### config.mk
export PLATFORM = sky130hd
export DESIGN_NAME = run_cycle_monitor
export DESIGN_NICKNAME = d
export VERILOG_FILES = /design/src/rtl/run_cycle_monitor.sv
export SDC_FILE = /design/constraint.sdc
export NUM_CORES = 1
export LEC_CHECK = 0
export BUFFER_PORTS_ARGS = -buffer_cell sky130_fd_sc_hd__buf_4
export CORE_MARGIN = 5
export CORE_UTILIZATION = 30
export CTS_CLUSTER_SIZE = 24
export DETAILED_ROUTE_END_ITERATION = 8
export MAX_ROUTING_LAYER = met4
export PLACE_DENSITY_LB_ADDON = 0.08
export SLEW_MARGIN = 20
export SYNTH_ARGS = -nofsm -noshare
export SYNTH_HDL_FRONTEND = slang
export SYNTH_SLANG_ARGS = --single-unit
### constraint.sdc
create_clock -name CLK -period 3.1 [get_ports CLK]
set_clock_uncertainty 0.2 [all_clocks]
set_input_delay 0.155 -clock CLK [delete_from_list [all_inputs] [get_ports CLK]]
set_output_delay 0.155 -clock CLK [all_outputs]
set_load 0.01 [all_outputs]
### src/rtl/run_cycle_monitor.sv
// run_cycle_monitor: arms on Arm, counts cycles/retires from Start until Halt, Abort or watchdog, holds results until Ack.
// Ports: CLK, Reset_n (async active-low); Arm, Start, Retire, Halt, Abort, Ack strobes;
//        CycleCount, InstrCount, Busy, Done, TimedOut, Overflow registered outputs.
// Macro RUN_STALL_COUNT_EN adds StallCount (RUN cycles without a retire).
module run_cycle_monitor #(
  parameter int WIDTH = 16,
  parameter int unsigned TIMEOUT = 16'hFFF0
) (
  input  logic             CLK,
  input  logic             Reset_n,
  input  logic             Arm,
  input  logic             Start,
  input  logic             Retire,
  input  logic             Halt,
  input  logic             Abort,
  input  logic             Ack,
  output logic [WIDTH-1:0] CycleCount,
  output logic [WIDTH-1:0] InstrCount,
  output logic             Busy,
  output logic             Done,
  output logic             TimedOut,
  output logic             Overflow
`ifdef RUN_STALL_COUNT_EN
  ,
  output logic [WIDTH-1:0] StallCount
`endif
);
  localparam logic [1:0] IDLE = 2'd0, ARMED = 2'd1, RUN = 2'd2, DONE = 2'd3;
  logic [1:0] state, nstate;
  logic [WIDTH-1:0] ncyc, ninst;
  logic nto, nov;
`ifdef RUN_STALL_COUNT_EN
  logic [WIDTH-1:0] nstall;
`endif
  always_comb begin
    nstate = state;
    ncyc = CycleCount;
    ninst = InstrCount;
    nto = TimedOut;
    nov = Overflow;
`ifdef RUN_STALL_COUNT_EN
    nstall = StallCount;
`endif
    if (state == IDLE || state == DONE) begin
      if (Arm) begin
        nstate = ARMED;
        ncyc = '0;
        ninst = '0;
        nto = 1'b0;
        nov = 1'b0;
`ifdef RUN_STALL_COUNT_EN
        nstall = '0;
`endif
      end else if (state == DONE && Ack) nstate = IDLE;
    end else if (state == ARMED) begin
      if (Abort) nstate = IDLE;
      else if (Start) begin
        nstate = RUN;
        ncyc = WIDTH'(1);
        ninst = WIDTH'(Retire);
`ifdef RUN_STALL_COUNT_EN
        nstall = WIDTH'(!Retire);
`endif
      end else if (Arm) begin
        ncyc = '0;
        ninst = '0;
`ifdef RUN_STALL_COUNT_EN
        nstall = '0;
`endif
      end
    end else if (Abort) nstate = IDLE;
    else begin
      // saturating increments; Overflow latches on the edge a count reaches all-ones
      ncyc = &CycleCount ? CycleCount : CycleCount + WIDTH'(1);
      ninst = (Retire && !(&InstrCount)) ? InstrCount + WIDTH'(1) : InstrCount;
      nov = Overflow | (&ncyc) | (&ninst);
`ifdef RUN_STALL_COUNT_EN
      nstall = (!Retire && !(&StallCount)) ? StallCount + WIDTH'(1) : StallCount;
      nov = nov | (&nstall);
`endif
      if (Halt) nstate = DONE;
      else if (TIMEOUT != 0 && 32'(ncyc) == TIMEOUT) begin
        nstate = DONE;
        nto = 1'b1;
      end
    end
  end
  always_ff @(posedge CLK or negedge Reset_n) begin
    if (!Reset_n) begin
      state <= IDLE;
      CycleCount <= '0;
      InstrCount <= '0;
      Busy <= 1'b0;
      Done <= 1'b0;
      TimedOut <= 1'b0;
      Overflow <= 1'b0;
`ifdef RUN_STALL_COUNT_EN
      StallCount <= '0;
`endif
    end else begin
      state <= nstate;
      CycleCount <= ncyc;
      InstrCount <= ninst;
      Busy <= nstate == ARMED || nstate == RUN;
      Done <= nstate == DONE;
      TimedOut <= nto;
      Overflow <= nov;
`ifdef RUN_STALL_COUNT_EN
      StallCount <= nstall;
`endif
    end
  end
endmodule
======== Yosys cells after proc, flatten, opt, wreduce, memory -nomap -nowiden ========
Index checks and enable logic that the tools add are counted.
cells by class
  $lt $le $gt $ge ......................... 0
  div/mod/pow operators ................... 0
  multipliers ............................. 0
  multiplexer cells ....................... 32
  equal/unequal tests ..................... 10
  add/subtract/negate cells ............... 2
  shift operators ......................... 0
  bitwise logic cells ..................... 2
  reductions and logical operators ........ 13
operators by type and width
  cell                                                                   number
  16-bit 2-to-1 mux                                                      14
  16-bit AND reduction                                                   4
  16-bit by 1-bit adder with 16-bit output, second input constant        2
  2-bit 2-to-1 mux                                                       9
  16-bit equality test, second input constant                            1
  1-bit 2-to-1 mux                                                       9
  2-bit equality test, second input constant                             3
  5-bit AND reduction                                                    1
  2-bit by 1-bit equality test with 1-bit output, second input constant  2
  2-bit by 1-bit != test with 1-bit output, second input constant        2
  2-bit != test, second input constant                                   2
  3-bit AND reduction                                                    1
  1-bit logical AND                                                      2
  2-bit logical NOT                                                      1
  1-bit logical OR                                                       2
  1-bit OR                                                               2
  2-bit nonzero test                                                     1
  1-bit logical NOT                                                      1
word-level totals
  logic and storage cells ................. 66
  latch bits .............................. 0
  input port bits ......................... 8
  bits in read-only memories .............. 0
  register bits ........................... 38
  output and inout bits ................... 36
  RAM bits ................................ 0
  memories ................................ 0

======== Logic depth before layout (Yosys ltp) ========
Gate-level depths: netlist of the first run.
  word-level depth ........................ 10
  depth in mapped cells ................... 9
  gate-level depth less buffers ........... 9

======== Least setup slack after synthesis of the first run ========
No wires, ideal clock.
  path kind ............................... register to register
  start point ............................. reg CycleCount[1]
  end point ............................... reg Busy
  period minus slack after synthesis ...... 2.606 ns
  path slack .............................. 0.494 ns
  arrival time ............................ 2.280 ns
  cell stages (with the launch flop) ...... 10
  data required time ...................... 2.774 ns
  buffers on the path ..................... 0
  setup time .............................. 0.126 ns
  path through ............................ dfrtp_1 > ha_1 > nand3_2 > nor2_1 > nand2_2 > a211oi_2 > and3_1 > o2111ai_1 > a31oi_1 > ha_1
between the ends
  cells in the longest elaborated chain, start to end .. 10
  elaborated cells between the ends (all ways) .. 12
  those cells by class .................... 1 x add/sub; 3 x eq/ne; 6 x mux; 2 x reduce/logical
ends and longest elaborated chain
  item                                                                                   line  source
  from (decl)                                                                            17    output logic [WIDTH-1:0] CycleCount,
  from (signal assigned)                                                                 102   CycleCount <= ncyc;
  16-bit by 1-bit adder with 16-bit output or 16-bit AND reduction (tied branches)       74    ncyc = &CycleCount ? CycleCount : CycleCount + WIDTH'(1);
  16-bit 2-to-1 mux (*)                                                                  74
  16-bit equality test (*)                                                               82    else if (TIMEOUT != 0 && 32'(ncyc) == TIMEOUT) begin
  2-bit 2-to-1 mux (*)                                                                   82
  2-bit 2-to-1 mux (*)                                                                   81    if (Halt) nstate = DONE;
  2-bit 2-to-1 mux (*)                                                                   71    end else if (Abort) nstate = IDLE;
  2-bit 2-to-1 mux (*)                                                                   55    end else if (state == ARMED) begin
  2-bit 2-to-1 mux (*)                                                                   44    if (state == IDLE || state == DONE) begin
  net nstate[0]                                                                          29    logic [1:0] state, nstate;
  2-bit by 1-bit equality test with 1-bit output or 2-bit equality test (tied branches)  104   Busy <= nstate == ARMED || nstate == RUN;
  1-bit logical OR (*)                                                                   104
  to (signal assigned)                                                                   93    Busy <= 1'b0;
  to (signal assigned)                                                                   104
  to (decl)                                                                              19    output logic Busy,
The timed path passes the listed nets; every way through them passes the cells marked *.
A chain may end at the register's enable or synchronous reset.

======== Final worst setup path of the first run ========
  start point ............................. reg CycleCount[5]
  end point ............................... reg Busy
Same word-level chain as after synthesis.

==> results of run 1 <==
[cells in the final DEF, fill, tap and decap left out, types with 4 or more instances in the layout]
master     n
nor4_1     5
clkbuf_8   5
buf_4     60
o22ai_1    6
nor2_1    31
a21boi_0   5
o21ai_0   40
nor2b_1    6
a21oi_1   27
nand2b_1   4
o21ai_1   10
a21o_1     5
inv_1      6
nand4_1   10
o31ai_1    4
a31oi_1   11
dfrtp_1   38
a22oi_1    5
ha_1       5
nor3_1     9
and3_1     6
nand3_1   16
nand2_1   32
[cell families after synthesis]
| group | count (synthesis) | share of synthesized area [%] |
|---|---|---|
| and+or+nand+nor | 146 | 28.56 |
| AOI/OAI and AO/OA | 136 | 29.03 |
| DFF | 38 | 32.79 |
| buffers and inverters | 35 | 5.522 |
| adders and majority gates | 5 | 2.157 |
| xor gates and xnor gates | 3 | 0.9061 |
| muxes | 3 | 1.035 |
[cell usage after synthesis, types with 3 or more instances]
cell type,n,area [sq um]
mux2i_1,3,30.03
nor2_1,31,116.4
a21boi_0,5,37.54
nor3_1,9,45.04
a21oi_1,27,135.1
and3_1,6,37.54
inv_1,6,22.52
and4_1,3,26.28
o21ai_1,10,50.05
buf_2,10,50.05
nand3_1,16,80.08
a22oi_1,5,37.54
o22ai_1,6,37.54
nor2b_1,6,37.54
o21ai_0,40,200.2
a31oi_1,11,68.82
o2111ai_1,3,26.28
nand4_1,10,62.56
dfrtp_1,38,950.9
ha_1,5,62.56
nand2_1,32,120.1
clkbuf_1,15,56.30
o31ai_1,4,30.03
o21a_1,3,22.52
nand2b_1,4,25.02
nor4_2,3,37.54
nand3b_1,3,22.52
nor4_1,5,31.28
a21o_1,5,37.54
[worst min-delay path, stage by stage]
cell and delay (ns):
buf_4 0.14, nor2_1 0.10, nand2_1 0.07, o21ai_1 0.05
[flip-flops by register name, indices dropped and copies added, names as in the netlist]
name        cells
Busy            1
CycleCount     16
Done            1
InstrCount     16
Overflow        1
TimedOut        1
state           2
[stage by stage]
stage / setup slack [ns] / hold slack (ns)
2_1_floorplan: 0.4938 / -0.3406
3_3_place_gp: 0.2777 / -0.02605
3_5_place_dp: 0.2243 / -0.02114
4_1_cts: 0.2049 / 0.06017
5_1_grt: 0.02787 / 0.09716
6_report: 0.1536 / 0.06446
[power groups by stage]
stage          combinational [mW]  clock (mW)  sequential (mW)
6_report                    0.841       0.529            0.596
5_1_grt                     0.952       0.566            0.604
4_1_cts                     0.858       0.547            0.597
3_5_place_dp                0.853           0            0.605
3_3_place_gp                0.852           0            0.604
2_1_floorplan               0.528           0            0.612
[layer usage]
| layer | part of all wire [%] | up-vias |
|---|---|---|
| met3 | 3.7 | 4 |
| met2 | 45 | 60 |
| li1 | - | 1455 |
| met4 | 0.68 | 0 |
| met1 | 50 | 1397 |
| met5 | 0 | - |
[cell type report]
class | count | area [sq um] | area share, %
clock inverters | 3 | 68.82 | 1.943
flip-flops and latches | 38 | 950.9 | 26.85
inverters | 6 | 22.52 | 0.6358
multi-input cells | 293 | 1789 | 50.51
repair buffers | 63 | 480.5 | 13.56
clock buffers | 5 | 68.82 | 1.943
well taps | 129 | 161.4 | 4.557
[repair_timing]
item,CTS,global route
setup endpoints to repair,0,0
hold endpoints to repair,40,0
hold buffers,3,0
[path summary, 6_finish.rpt]
path	depth (start not counted)	end	from
max reg2reg	8	Busy	CycleCount[5]
min reg2reg	2	TimedOut	TimedOut
max in group asynchronous	2	InstrCount[5]	Reset_n
max	8	Busy	CycleCount[5]
min in group asynchronous	2	CycleCount[9]	Reset_n
min	4	TimedOut	Abort
==> flow_summary.json, run 1 <==
{
  "outcome": "finished clean",
  "hold_class": "input port to register",
  "drv_cap": 0,
  "path_class": "register to register",
  "post-place-cells": 526,
  "power_density_nw_per_um2": 555.2,
  "fp.dieW_um": 108.3,
  "use_met2_pct": 24.69,
  "worst_pin_slew_ns": 0.8846,
  "reg2reg_slack_ns": 0.15,
  "hold_violations": 0,
  "tritoncts": "yes",
  "ioPinCount": 44,
  "cts.sinks": 38,
  "postLayoutCellArea_sq_um": 3542,
  "ctsResizeCount": 0,
  "fp-row-count": 35,
  "final_core_util_pct": 37.97,
  "placed_cell_area_sq_um": 3374,
  "ys_seq_area_share_pct": 32.79,
  "insertion_delay_ns": 0.29,
  "cp_top_family": "compound AO/OA/AOI/OAI gates",
  "root_buffer": "clkbuf_8",
  "drive_gt1_share_pct": 20.59,
  "synthCells": 366,
  "synth.avg_cell_area_sq_um": 7.924,
  "synth_cell_type_count": 63,
  "crit_chain": "nand4_4 -> nor3_4 -> a21oi_1 -> xnor2_1 -> nor2_1 -> o2111ai_1 -> a31oi_1 -> ha_1",
  "yosysWarningCount": 0,
  "arrival_ns": 2.93,
  "worstPathMaxFanout": 10,
  "crit_required_ns": 3.08,
  "max_stage_delay_ns": 0.57,
  "ir_drop_mv": 0.2879,
  "grt_overflow_total": 0,
  "setup_viol": 0,
  "intPower_mw": 1.171,
  "fin_nets": 420,
  "grt_pass1_wl_um": 14850,
  "start_kind": "register",
  "sw_frac_of_total_pct": 40.44,
  "end_kind": "register",
  "htree_levels": 2,
  "synth_area_sq_um": 2900,
  "crit_buf_inv": 0,
  "cellLeakagePower_nw": 1.488,
  "stdcell_count": 537,
  "start_util_pct": 31.09,
  "clk_pin_slew_ns": 0.09,
  "core_area_sq_um": 9328,
  "syn_to_final_growth_pct": 22.13,
  "critPathSlowestCell": "dfrtp_1",
  "combPwrFrac_pct": 42.8,
  "cts_buffer_depth": 2,
  "insertedDiodeCount": 0,
  "fin_crit_ns": 2.946,
  "detail_route.vias_per_cell": 5.430,
  "numCtsBuffers": 5,
  "drcViolationCount": 0,
  "synth_edf_count": 0,
  "routed_wl_um": 8980,
  "fin_setup_tns_ns": 0,
  "slew_violations": 0,
  "grt_start_max_net_pins": 39,
  "drtPass1Iterations": 4,
  "fmax_mhz": 339.4,
  "rsz0062_at_grt": "false",
  "busiest_layer": "met2",
  "async_reset_ff_share_pct": 100.0,
  "antenna_found_initial": 0,
  "gr-usage-met3_pct": 2.507,
  "p_total_mw": 1.967,
  "fillCellCount": 996,
  "die_y_um": 108.3,
  "vias": 2916,
  "portBuffers": 43,
  "wl_per_cell_um": 16.72,
  "first_global_vias": 2808,
  "gp_congestion": 0.8172,
  "seqPwrFrac_pct": 30.3,
  "timing.slew.headroom_pct": 40.90,
  "synth_ff_type": "dfrtp_1",
  "synth_seq_cells": 38,
  "post-cts-setup-buffer-count": 0,
  "first_iter_violations": 127,
  "dp_hpwl_um": 6536,
  "power.share.clock_pct": 26.9,
  "power.switching_mw": 0.7954,
  "grtUsageMet1_pct": 23.70,
  "grtUsageTotal_pct": 16.41,
  "postRouteAntennaNets": 0,
  "synth.net_count": 379,
  "die_area_sq_um": 11730,
  "post-route-period-util_pct": 95.05
}
(Power assumes the default switching activity.)
==> run 2, diff against run 1 <==
--- a/config.mk
+++ b/config.mk
@@ -11,7 +11,6 @@
 export CTS_CLUSTER_SIZE = 24
 export DETAILED_ROUTE_END_ITERATION = 8
 export MAX_ROUTING_LAYER = met4
-export PLACE_DENSITY_LB_ADDON = 0.08
 export SLEW_MARGIN = 20
 export SYNTH_ARGS = -nofsm -noshare
 export SYNTH_HDL_FRONTEND = slang
==> run 2 against run 1 <==
  * Cell area decreased by 1.7%
  * First-iteration DRC count increased by 26%
  * Cell count decreased by 0.37%
  * Hold slack got worse by 0.0061 ns
  * Register-to-register slack improved by 0.12 ns
  * Clock power decreased by 32%
  * Critical path depth unchanged
  * Total power decreased by 8.9%
  * Wire length decreased by 9.2%
  * Sequential power about the same
  * Sequential share of layout area increased by 0.47 points
==> flow_summary.json, run 2 (synthesized netlist as in run 1, its figures left out) <==
{
  "holdPathEnd": "TimedOut",
  "post-cts-setup-buffer-count": 0,
  "fin_crit_ns": 2.826,
  "ir_drop_mv": 0.3025,
  "syn_to_final_growth_pct": 20.02,
  "crit_buf_inv": 0,
  "path_class": "register to register",
  "cts_buffer_depth": 2,
  "multiInputGateArea_sq_um": 1789,
  "slew_violations": 0,
  "insertedDiodeCount": 0,
  "fin_nets": 418,
  "cp_top_family": "compound AO/OA/AOI/OAI gates",
  "outcome": "finished clean",
  "worst_pin_slew_ns": 0.9140,
  "hold_violations": 0,
  "r2r_end": "Busy",
  "tritoncts": "yes",
  "fillCellCount": 967,
  "p_total_mw": 1.793,
  "arrival_ns": 2.80,
  "clk_pin_slew_ns": 0.07,
  "critPathSlowestCell": "dfrtp_1",
  "ctsResizeCount": 0,
  "crit_chain": "nand4_4 -> nor3_4 -> a21oi_1 -> xnor2_1 -> nor2_1 -> o2111ai_1 -> a31oi_1 -> ha_1",
  "worstPathMaxFanout": 10,
  "wl_per_cell_um": 15.24,
  "crit_required_ns": 3.07,
  "start_util_pct": 31.09,
  "drv_cap": 0,
  "grtUsageTotal_pct": 14.64,
  "r2r_start": "CycleCount[5]",
  "drive_gt1_share_pct": 19.95,
  "fin_setup_tns_ns": 0,
  "grt_start_max_net_pins": 39,
  "timing.final.ws_setup_ns": 0.2739,
  "hold_depth": 4,
  "postLayoutCellArea_sq_um": 3481,
  "end_kind": "register",
  "placed_cell_area_sq_um": 3359,
  "largestRegisters": "CycleCount (16), InstrCount (16), state (2)",
  "fmax_mhz": 353.8,
  "hold_class": "input port to register",
  "numCtsBuffers": 5,
  "first_iter_violations": 160,
  "grt_pass1_wl_um": 13610,
  "mostFrequentLayoutCells": "buf_4, o21ai_0, dfrtp_1",
  "fp.dieW_um": 108.3,
  "post-route-period-util_pct": 91.17,
  "first_global_vias": 2733,
  "portBuffers": 43,
  "start_kind": "register",
  "timing.slew.headroom_pct": 38.94,
  "hold_path_startpoint": "Abort",
  "rsz0062_at_grt": "false",
  "cellLeakagePower_nw": 1.456,
  "detail_route.vias_per_cell": 5.484,
  "pre_cts_slack_ns": 0.3022,
  "core_area_sq_um": 9328,
  "dp_hpwl_um": 6036,
  "drtPass1Iterations": 4,
  "ioPinCount": 44,
  "fp-row-count": 35,
  "root_buffer": "clkbuf_8",
  "power_density_nw_per_um2": 515.0,
  "die_y_um": 108.3,
  "setup_viol": 0,
  "insertion_delay_ns": 0.29,
  "gp_congestion": 0.8824,
  "reg2reg_slack_ns": 0.27,
  "die_area_sq_um": 11730,
  "htree_levels": 2,
  "cts.sinks": 38,
  "grt_overflow_total": 0,
  "postRouteAntennaNets": 0,
  "cts_hold_buf": 3,
  "vias": 2934,
  "final_common_cell": "buf_4",
  "max_stage_delay_ns": 0.54,
  "reg2reg_depth": 8,
  "antenna_found_initial": 0,
  "register_area_sq_um": 950.9,
  "drcViolationCount": 0,
  "routed_wl_um": 8151
}
## run 2: final cells by class
type	instances	share of cell area (%)
Clock buffer	7	2.480
Sequential cell	38	27.32
Multi-Input combinational cell	293	51.40
Inverter	6	0.6470
Clock inverter	1	0.1438
Tap cell	129	4.637
Timing Repair Buffer	61	13.37
## run 2: worst max path at each step
stage                        startpoint        to  slack, ns  cells past startpoint
final                     CycleCount[5]      Busy       0.27                      8
after detailed placement  CycleCount[5]      Busy       0.30                      8
after global routing      InstrCount[0]  Overflow       0.02                      8
after CTS                 CycleCount[5]      Busy       0.27                      8
after global placement    CycleCount[5]      Busy       0.36                      8
after floorplan           CycleCount[1]      Busy       0.49                      9
## run 2: power breakdown
group          internal (mW)  switching [mW]
Combinational          0.306           0.532
Sequential             0.543          0.0498
Clock                  0.180           0.181
Total                   1.03           0.763
## run 2: stage by stage
stage	utilization [%]	hold WS [ns]	instances
2_1_floorplan	-	-0.3406	366
3_3_place_gp	36.02	-0.03884	524
5_1_grt	37.32	0.07191	535
4_1_cts	37.32	0.05314	535
3_5_place_dp	36.02	-0.03230	524
6_report	37.32	0.05838	535
## run 2: per-layer routing
| metal | wire [um] | vias up | global-route usage (%) |
|---|---|---|---|
| met4 | 62 | 0 | 2.885 |
| met2 | 3811 | 70 | 23.40 |
| met1 | 3891 | 1403 | 19.66 |
| met5 | 0 | - | - |
| met3 | 385 | 6 | 2.507 |
| li1 | - | 1455 | - |
## run 2: tightest hold or removal path: cells and delay by family
| kind | cells | cell delay (ns) |
|---|---|---|
| buffers and inverters | 1 | 0.14 |
| AND/OR/NAND/NOR | 2 | 0.16 |
| AO/OA/AOI/OAI | 1 | 0.05 |
==> run 3, diff against run 2 <==
--- a/config.mk
+++ b/config.mk
@@ -6,11 +6,12 @@
 export NUM_CORES = 1
 export LEC_CHECK = 0
 export BUFFER_PORTS_ARGS = -buffer_cell sky130_fd_sc_hd__buf_4
-export CORE_MARGIN = 5
+export CAP_MARGIN = 20
 export CORE_UTILIZATION = 30
 export CTS_CLUSTER_SIZE = 24
 export DETAILED_ROUTE_END_ITERATION = 8
 export MAX_ROUTING_LAYER = met4
+export RECOVER_POWER = 100
 export SLEW_MARGIN = 20
 export SYNTH_ARGS = -nofsm -noshare
 export SYNTH_HDL_FRONTEND = slang
==> run 3 against run 2 <==
  * Hold slack better by 0.022 ns
  * Largest cell class unchanged
  * Largest power group unchanged
  * Core utilization decreased by 1.5 points
  * First-iteration DRC count decreased by 6.3%
  * Highest routed layer unchanged
  * Setup slack got worse by 0.093 ns
  * Sequential power barely moved
  * Total power down 2.4%
  * Count of clock-buffer cells in the layout down 1
  * Sequential share of layout area is 1.3 points higher
  * Critical path type unchanged
  * Global-route usage up 2.3 points
  * Register-to-register slack worse by 0.09 ns
==> flow_summary.json, run 3 (synthesized netlist as in run 1, its figures left out) <==
{
  "stdcell_count": 533,
  "routed_wl_um": 8096,
  "grt_pass1_wl_um": 13210,
  "busiest_layer": "met2",
  "dp_hpwl_um": 5941,
  "drive_gt1_share_pct": 10.64,
  "grt_overflow_total": 0,
  "die_y_um": 100.3,
  "worstPathMaxFanout": 10,
  "fp-row-count": 35,
  "ir_drop_mv": 0.2361,
  "die_area_sq_um": 10070,
  "drcViolationCount": 0,
  "largestRegisters": "CycleCount (16), InstrCount (16), state (2)",
  "postRouteAntennaNets": 0,
  "start_util_pct": 31.24,
  "antenna_found_initial": 0,
  "vias": 2932,
  "cts.sinks": 38,
  "setup_viol": 0,
  "holdWs_ns": 0.08030,
  "fp.dieW_um": 100.3,
  "post-route-period-util_pct": 94.16,
  "final_core_util_pct": 35.86,
  "arrival_ns": 2.90,
  "rsz0062_at_grt": "false",
  "numCtsBuffers": 5,
  "p_total_mw": 1.749,
  "tritoncts": "yes",
  "wl_per_cell_um": 15.19,
  "core_area_sq_um": 9284,
  "final_common_cell": "o21ai_0",
  "portBuffers": 43,
  "clk_pin_slew_ns": 0.07,
  "first_global_vias": 2691,
  "outcome": "finished clean",
  "grt_start_max_net_pins": 39,
  "gr-usage-met3_pct": 2.786,
  "grtUsageMet1_pct": 22.19,
  "cts_buffer_depth": 2,
  "crit_required_ns": 3.08,
  "cellLeakagePower_nw": 1.297,
  "first_iter_violations": 150,
  "hold_violations": 0,
  "fin_crit_ns": 2.919,
  "htree_levels": 2,
  "end_kind": "register",
  "insertion_delay_ns": 0.30,
  "grtUsageTotal_pct": 16.96,
  "detail_route.vias_per_cell": 5.501,
  "worst_pin_slew_ns": 0.9336,
  "fin_nets": 418,
  "slew_violations": 0,
  "drtPass1Iterations": 4,
  "power_density_nw_per_um2": 525.2,
  "insertedDiodeCount": 0,
  "gp_congestion": 0.8730,
  "ioPinCount": 44,
  "use_met2_pct": 26.98,
  "start_kind": "register",
  "hold_class": "input port to register",
  "root_buffer": "clkbuf_8",
  "mostFrequentLayoutCells": "o21ai_0, dfrtp_1, clkbuf_1",
  "syn_to_final_growth_pct": 14.80,
  "fin_setup_tns_ns": 0,
  "timing.slew.headroom_pct": 37.63,
  "drv_cap": 0,
  "fmax_mhz": 342.6,
  "post-place-cells": 524,
  "path_class": "register to register"
}
-- run 3: cell types whose count changed in the layout (fill, tap and decap cells not counted) --
cell,delta
nand2_1,+1
clkbuf_1,+35
nand2_2,-1
clkinv_2,-1
o21ai_0,+6
dfrtp_2,+1
o21ai_1,-6
dfrtp_1,-1
nor4_1,+1
nor4_2,-1
buf_4,-36
-- run 3: timing repair --
| action | 4_1_cts | 5_1_grt |
|---|---|---|
| endpoints found under the hold margin | 40 | 0 |
| hold buffers | 3 | 0 |
| resized for setup | 0 | 1 |
| buffers inserted | 0 | 0 |
| endpoints found under the setup margin | 0 | 1 |
-- run 3: layout make-up --
class	instances	area [sq um]
clock buffers	6	82.58
fillers	1019	5954
inverters	6	22.52
multi-input cells	293	1780
flip-flops and latches	38	952.2
well taps	129	161.4
repair buffers	61	330.3
-- run 3: worst max-delay path, cell delays in order (launching register included) --
cell and delay (ns):
dfrtp_1 0.35, clkbuf_1 0.34, nand4_1 0.29, nor3b_1 0.26, o2111ai_1 0.15, a211oi_2 0.23
and3_1 0.21, o2111ai_1 0.23, a31oi_1 0.29, ha_1 0.26
-- run 3: power by group --
| group | leakage [nW] | internal, mW | switching [mW] |
|---|---|---|---|
| registers | 0.521 | 0.543 | 0.0495 |
| logic | 0.733 | 0.275 | 0.527 |
| clock network | 0.0431 | 0.172 | 0.182 |
-- run 3: worst paths after layout --
path / start / end / slack (ns) / cells after the start
min: Abort / TimedOut / 0.08 / 4
max: CycleCount[0] / Busy / 0.18 / 9
max in group asynchronous: Reset_n / CycleCount[4] / 2.15 / 2
max reg2reg: CycleCount[0] / Busy / 0.18 / 9
min reg2reg: InstrCount[13] / InstrCount[13] / 0.35 / 1
min in group asynchronous: Reset_n / CycleCount[10] / 0.18 / 2
-- run 3: through the flow --
stage                     area, sq um  worst slack (ns)
final                            3329            0.1809
after global routing             3329           0.03736
after CTS                        3472            0.2477
after detailed placement         3359            0.2823
after global placement           3359            0.3815
after floorplan                  2900            0.4938
-- run 3: layer usage --
layer  up-vias  part of all wire [%]
li1       1457                     -
met1      1384                    47
met2        80                    47
met3        11                   4.8
met4         0                   1.9
met5         -                     0
